[config.mk]
export PLATFORM = sky130hd
export DESIGN_NAME = lane_pingpong_ctrl
export DESIGN_NICKNAME = d
export VERILOG_FILES = /design/src/rtl/lane_pingpong_ctrl.sv
export SDC_FILE = /design/constraint.sdc
export NUM_CORES = 1
export LEC_CHECK = 0
export BUFFER_PORTS_ARGS = -buffer_cell sky130_fd_sc_hd__buf_2
export CAP_MARGIN = 0
export CELL_PAD_IN_SITES_DETAIL_PLACEMENT = 0
export CELL_PAD_IN_SITES_GLOBAL_PLACEMENT = 1
export CORE_ASPECT_RATIO = 1.25
export CORE_UTILIZATION = 30
export DETAILED_ROUTE_END_ITERATION = 8
export PLACE_DENSITY = 0.85
export SYNTH_ARGS = -nofsm -noshare
export SYNTH_HDL_FRONTEND = slang
export SYNTH_SLANG_ARGS = --single-unit
[constraint.sdc]
create_clock -name clk -period 2.7 [get_ports clk]
set_input_delay 0 -clock clk [delete_from_list [all_inputs] [get_ports clk]]
set_output_delay 0 -clock clk [all_outputs]
set_load 0.05 [all_outputs]
[src/rtl/lane_pingpong_ctrl.sv]
// ---------------------------------------------------------------------------
// lane_pingpong_ctrl
//
// Sequences the two note-lane RAMs as a ping-pong pair. The y-position
// producer fills the back buffer (index ~front_sel) while the VGA renderer
// reads the front buffer (index front_sel). The buffers swap only on a frame
// boundary, and only once the back buffer holds all DEPTH entries.
//
// Ports
//   clk, resetn              clock (rising edge), synchronous active-low reset
//   frame_start              one-cycle pulse at the VGA frame boundary
//   wr_valid/wr_data/wr_ready producer handshake into the back buffer
//   rd_req/rd_addr           renderer read request against the front buffer
//   rd_valid/rd_data         read response, one cycle after rd_req
//   ram0_*/ram1_*            ports of the two sync-read (1-cycle) RAMs
//   front_sel                buffer currently displayed
//   back_full                back buffer complete, waiting for a swap
//   late_frames              saturating count of frames that found the
//                            back buffer incomplete
// ---------------------------------------------------------------------------
module lane_pingpong_ctrl #(
    parameter int ADDR_W = 4,
    parameter int DATA_W = 8
) (
    input  logic              clk,
    input  logic              resetn,
    input  logic              frame_start,
    input  logic              wr_valid,
    input  logic [DATA_W-1:0] wr_data,
    output logic              wr_ready,
    input  logic              rd_req,
    input  logic [ADDR_W-1:0] rd_addr,
    output logic              rd_valid,
    output logic [DATA_W-1:0] rd_data,
    output logic              ram0_we,
    output logic [ADDR_W-1:0] ram0_addr,
    output logic [DATA_W-1:0] ram0_wdata,
    input  logic [DATA_W-1:0] ram0_rdata,
    output logic              ram1_we,
    output logic [ADDR_W-1:0] ram1_addr,
    output logic [DATA_W-1:0] ram1_wdata,
    input  logic [DATA_W-1:0] ram1_rdata,
    output logic              front_sel,
    output logic              back_full,
    output logic [7:0]        late_frames
);

    typedef enum logic {
        FILL = 1'b0,
        FULL = 1'b1
    } state_t;

    state_t              state_q,     state_d;
    logic                front_sel_q, front_sel_d;
    logic [ADDR_W-1:0]   wr_ptr_q,    wr_ptr_d;
    logic [7:0]          late_q,      late_d;
    logic                rd_valid_q,  rd_valid_d;
    logic                rd_sel_q,    rd_sel_d;
    logic [DATA_W-1:0]   rd_hold_q,   rd_hold_d;

    logic                wr_accept;
    logic                last_write;
    logic [DATA_W-1:0]   rd_mux;

    always_comb begin
        state_d     = state_q;
        front_sel_d = front_sel_q;
        wr_ptr_d    = wr_ptr_q;
        late_d      = late_q;

        // Writes are suppressed while reset is asserted so no RAM is
        // disturbed during the reset cycle.
        wr_accept  = resetn && (state_q == FILL) && wr_valid;
        last_write = wr_accept && (wr_ptr_q == '1);

        if (wr_accept) begin
            wr_ptr_d = wr_ptr_q + ADDR_W'(1);
        end
        if (last_write) begin
            state_d = FULL;
        end

        // A frame boundary swaps when the back buffer is complete, including
        // the case where the final entry lands in this very cycle.
        if (frame_start) begin
            if ((state_q == FULL) || last_write) begin
                front_sel_d = ~front_sel_q;
                state_d     = FILL;
                wr_ptr_d    = '0;
            end else if (late_q != 8'hFF) begin
                late_d = late_q + 8'd1;
            end
        end

        // Remember which RAM the request addressed so a request issued in
        // the swap cycle still returns data from the pre-swap front buffer.
        rd_valid_d = rd_req;
        rd_sel_d   = front_sel_q;
        rd_mux     = rd_sel_q ? ram1_rdata : ram0_rdata;
        rd_hold_d  = rd_valid_q ? rd_mux : rd_hold_q;
    end

    always_ff @(posedge clk) begin
        if (!resetn) begin
            state_q     <= FILL;
            front_sel_q <= 1'b0;
            wr_ptr_q    <= '0;
            late_q      <= '0;
            rd_valid_q  <= 1'b0;
            rd_sel_q    <= 1'b0;
            rd_hold_q   <= '0;
        end else begin
            state_q     <= state_d;
            front_sel_q <= front_sel_d;
            wr_ptr_q    <= wr_ptr_d;
            late_q      <= late_d;
            rd_valid_q  <= rd_valid_d;
            rd_sel_q    <= rd_sel_d;
            rd_hold_q   <= rd_hold_d;
        end
    end

    // The back RAM carries the write pointer, the front RAM carries the
    // renderer address; the two roles never overlap in one cycle.
    always_comb begin
        ram0_we    = wr_accept &&  front_sel_q;
        ram1_we    = wr_accept && !front_sel_q;
        ram0_addr  = front_sel_q ? wr_ptr_q : rd_addr;
        ram1_addr  = front_sel_q ? rd_addr  : wr_ptr_q;
        ram0_wdata = wr_data;
        ram1_wdata = wr_data;
    end

    assign wr_ready    = (state_q == FILL);
    assign back_full   = (state_q == FULL);
    assign front_sel   = front_sel_q;
    assign late_frames = late_q;
    assign rd_valid    = rd_valid_q;
    // The RAM output is only valid in the response cycle; otherwise the
    // last response is held.
    assign rd_data     = rd_valid_q ? rd_mux : rd_hold_q;

endmodule

==> flow_summary.ini <==
[sta]
final_hold_viol_count = 0
clock_skew_ns = 0.003278
max_freq_mhz = 613.6
fin_setup_tns_ns = 0
rsz0062_at_grt = no
min_period_ns = 1.630
tightest_slew_ns = 0.5150
setup_viol = 0
slew_viol_final = 0
max_slew_margin_pct = 65.54
period_share_pct = 60.36

[synthesis]
muxShareOfSynthArea_pct = 13.17
synthCells = 152
synth_xor_xnor_area_share_pct = 1.934
synth_compound_area_share_pct = 13.35
netlist-cell-type-count = 34
ys_ff_latch = 24
synth_top_family_by_area = simple AND/OR/NAND/NOR gates
synth_ff_type = dfxtp_1
synth_area_mm2 = 0.001359
synthArstFlopShare_pct = 0
syn_avg_cell_area_um2 = 8.939
yosysSeqAreaShare_pct = 35.36
synth_edf_count = 0
synth_warnings = 0
synth_nets = 187
synthAdderAreaFrac_pct = 1.842
synth_simple_gate_area_share_pct = 20.26

[global_routing]
first_global_vias = 1021
grt_max_degree = 20
grt_pass1_wl_mm = 4.347
overflow = 0
grtUsageTotal_pct = 10.77
grt_antenna_before_repair = 0

[setup_path]
setup.worst_path.end_class = flip-flop
slowest_delay_ns = 0.44
regToRegStartpoint = late_frames[0]
required_ns = 2.84
crit_path_max_fanout = 9
critPathKind = reg2reg
worstPathCellList = ha_1 > nand3_1 > nor2_1 > nor4_1 > mux2i_1
timing.rr.end = late_frames[5]
rr_worst_depth = 5
worst-endpoint-arrival_ns = 1.77
crit_slowest_cell = nor2_1
worstSetupStartpointType = flip-flop
reg2reg_setup_slack_ns = 1.07

[min_path]
min_path_type = in2out
hold_start = wr_data[7]
min_to = ram1_wdata[7]
holdPathStages = 0

[detailed_routing]
ant_nets = 0
drtIter0Drc = 33
drt_wl_total_mm = 2.595
wire_per_inst_um = 10.55
drc = 0
drtPass1Iterations = 4
vias = 1144
vias_per_cell = 4.650

[power_and_ir_drop]
power_density_mw_per_mm2 = 525.0
p_leak_nw = 0.7056
peakVddDrop_mv = 0.2078
total_power_uw = 852.6

[final_layout]
area_delta_synth_final_pct = 19.52
n_fill_cell = 480
drive_gt1_share_pct = 36.70
antenna_cells = 0
nets = 224

[clock_tree]
cts.sinks = 24
insertion_delay_ns = 0.26
cts_max_level = 1
clk_path_buf_depth = 2
path_clk_slew_ns = 0.09
cts-root-buf = clkbuf_8
cts_resized = 0
cts_made_buffers = 3
post_cts_buffers = 0
cts_tree = done

[floorplan]
die-width_um = 62.20
die-area_mm2 = 0.004804
num_rows = 27
initial_core_util_pct = 30.94
chipHeight_um = 77.25
core_region_area_mm2 = 0.004392
io_pins = 79

[place]
finalWeightedCongestion = 0.7342
place.detailed.hpwl_mm = 1.980
port_buffers = 54

[flow_run]
max_cap_viol_count = 0

[status]
status = finished, final reports clean
[cell usage in the layout (no fill, tap or decap), drive strengths merged, types with 3 or more instances in the layout]
| master | netlist | layout |
|---|---|---|
| buf | 21 | 54 |
| dfxtp | 24 | 24 |
| a21oi | 14 | 14 |
| nor2 | 13 | 13 |
| and2 | 11 | 11 |
| mux2i | 10 | 10 |
| mux2 | 7 | 7 |
| inv | 6 | 6 |
| nand2 | 5 | 5 |
| o21ai | 5 | 5 |
| nand4 | 4 | 4 |
| nand3 | 3 | 3 |
| or3 | 3 | 3 |
| or4 | 3 | 3 |
| o41ai | 3 | 3 |
| clkbuf | 3 | 3 |
[power breakdown]
part	leakage (nW)	internal, mW	switching [mW]
registers	0.196	0.367	0.0109
clock network	0.0357	0.198	0.112
logic	0.474	0.0512	0.114
[critical path, delay by kind of cell (launching register included)]
family	cells	cell delay, ns
flip-flops	1	0.43
AND/OR/NAND/NOR	3	0.73
multiplexers	1	0.14
adder cells (fa/ha/maj)	1	0.20
[cells in the mapped netlist, types with 3 or more instances]
master / number / area, um^2
nand4_1: 3 / 18.77
and2_1: 10 / 62.56
buf_2: 3 / 15.01
dfxtp_1: 24 / 480.5
or3_1: 3 / 18.77
inv_1: 6 / 22.52
o21ai_0: 5 / 25.02
or4_1: 3 / 22.52
a21oi_1: 14 / 70.07
mux2i_1: 10 / 100.1
o41ai_1: 3 / 26.28
nand3_1: 3 / 15.01
clkbuf_1: 3 / 11.26
buf_4: 16 / 120.1
nand2_1: 5 / 18.77
mux2_2: 7 / 78.83
nor2_1: 13 / 48.80
[repair_timing]
item	4_1_cts	5_1_grt
setup endpoints to repair	0	0
hold buffers	2	0
hold endpoints to repair	2	0
[logic make-up (layout without fill, tap and decap cells)]
kind of cell,count (synthesis),in the layout
AO/OA/AOI/OAI,28,28
flip-flops,24,24
adder cells (fa/ha/maj),2,2
XOR/XNOR,3,3
buffers and inverters,30,66
AND/OR/NAND/NOR,48,48
multiplexers,17,17
[worst max path at each step]
stage	start	end	slack [ns]	cells after the start
4_1_cts	late_frames[0]	late_frames[5]	1.07	5
3_5_place_dp	late_frames[0]	late_frames[5]	1.10	5
5_1_grt	late_frames[0]	late_frames[5]	0.89	5
2_1_floorplan	rd_valid	rd_hold_q[5]	0.50	5
3_3_place_gp	late_frames[0]	late_frames[5]	1.13	5
6_report	late_frames[0]	late_frames[5]	1.07	5
[sequential cells by signal (all words and copies together) (netlist names)]
register and count:
back_full 1, front_sel 1, rd_hold_q 8, rd_valid 1, late_frames 8, wr_ptr_q 4
rd_sel_q 1
[per-stage QoR]
stage          std cells  hold slack, ns  setup slack (ns)  utilization (%)  instance area (um^2)
6_report             246      0.00003245             1.070            36.98                  1624
5_1_grt              246       0.0001011            0.8940            36.98                  1624
4_1_cts              246       0.0005259             1.067            36.98                  1624
3_5_place_dp         240       0.0005259             1.100            34.90                  1533
3_3_place_gp         240       0.0005259             1.133            34.90                  1533
2_1_floorplan        152         0.07931            0.4964                -                  1359
[cell type report]
type / instances / area [um^2] / area share, %
clock buffers: 3 / 41.29 / 2.542
clock inverters: 1 / 30.03 / 1.849
inverters: 6 / 22.52 / 1.387
multi-input cells: 98 / 686.9 / 42.30
flip-flops and latches: 24 / 480.5 / 29.58
well taps: 58 / 72.57 / 4.468
repair buffers: 56 / 290.3 / 17.87
[layer usage]
layer	track usage, %	vias to the layer above	routed length (um)
met5	0	-	0
met4	2.558	0	12
met3	1.637	4	161
met2	20.11	30	1313
met1	12.70	520	1108
li1	-	590	-
No activity file was read; power rests on OpenSTA's default activity.
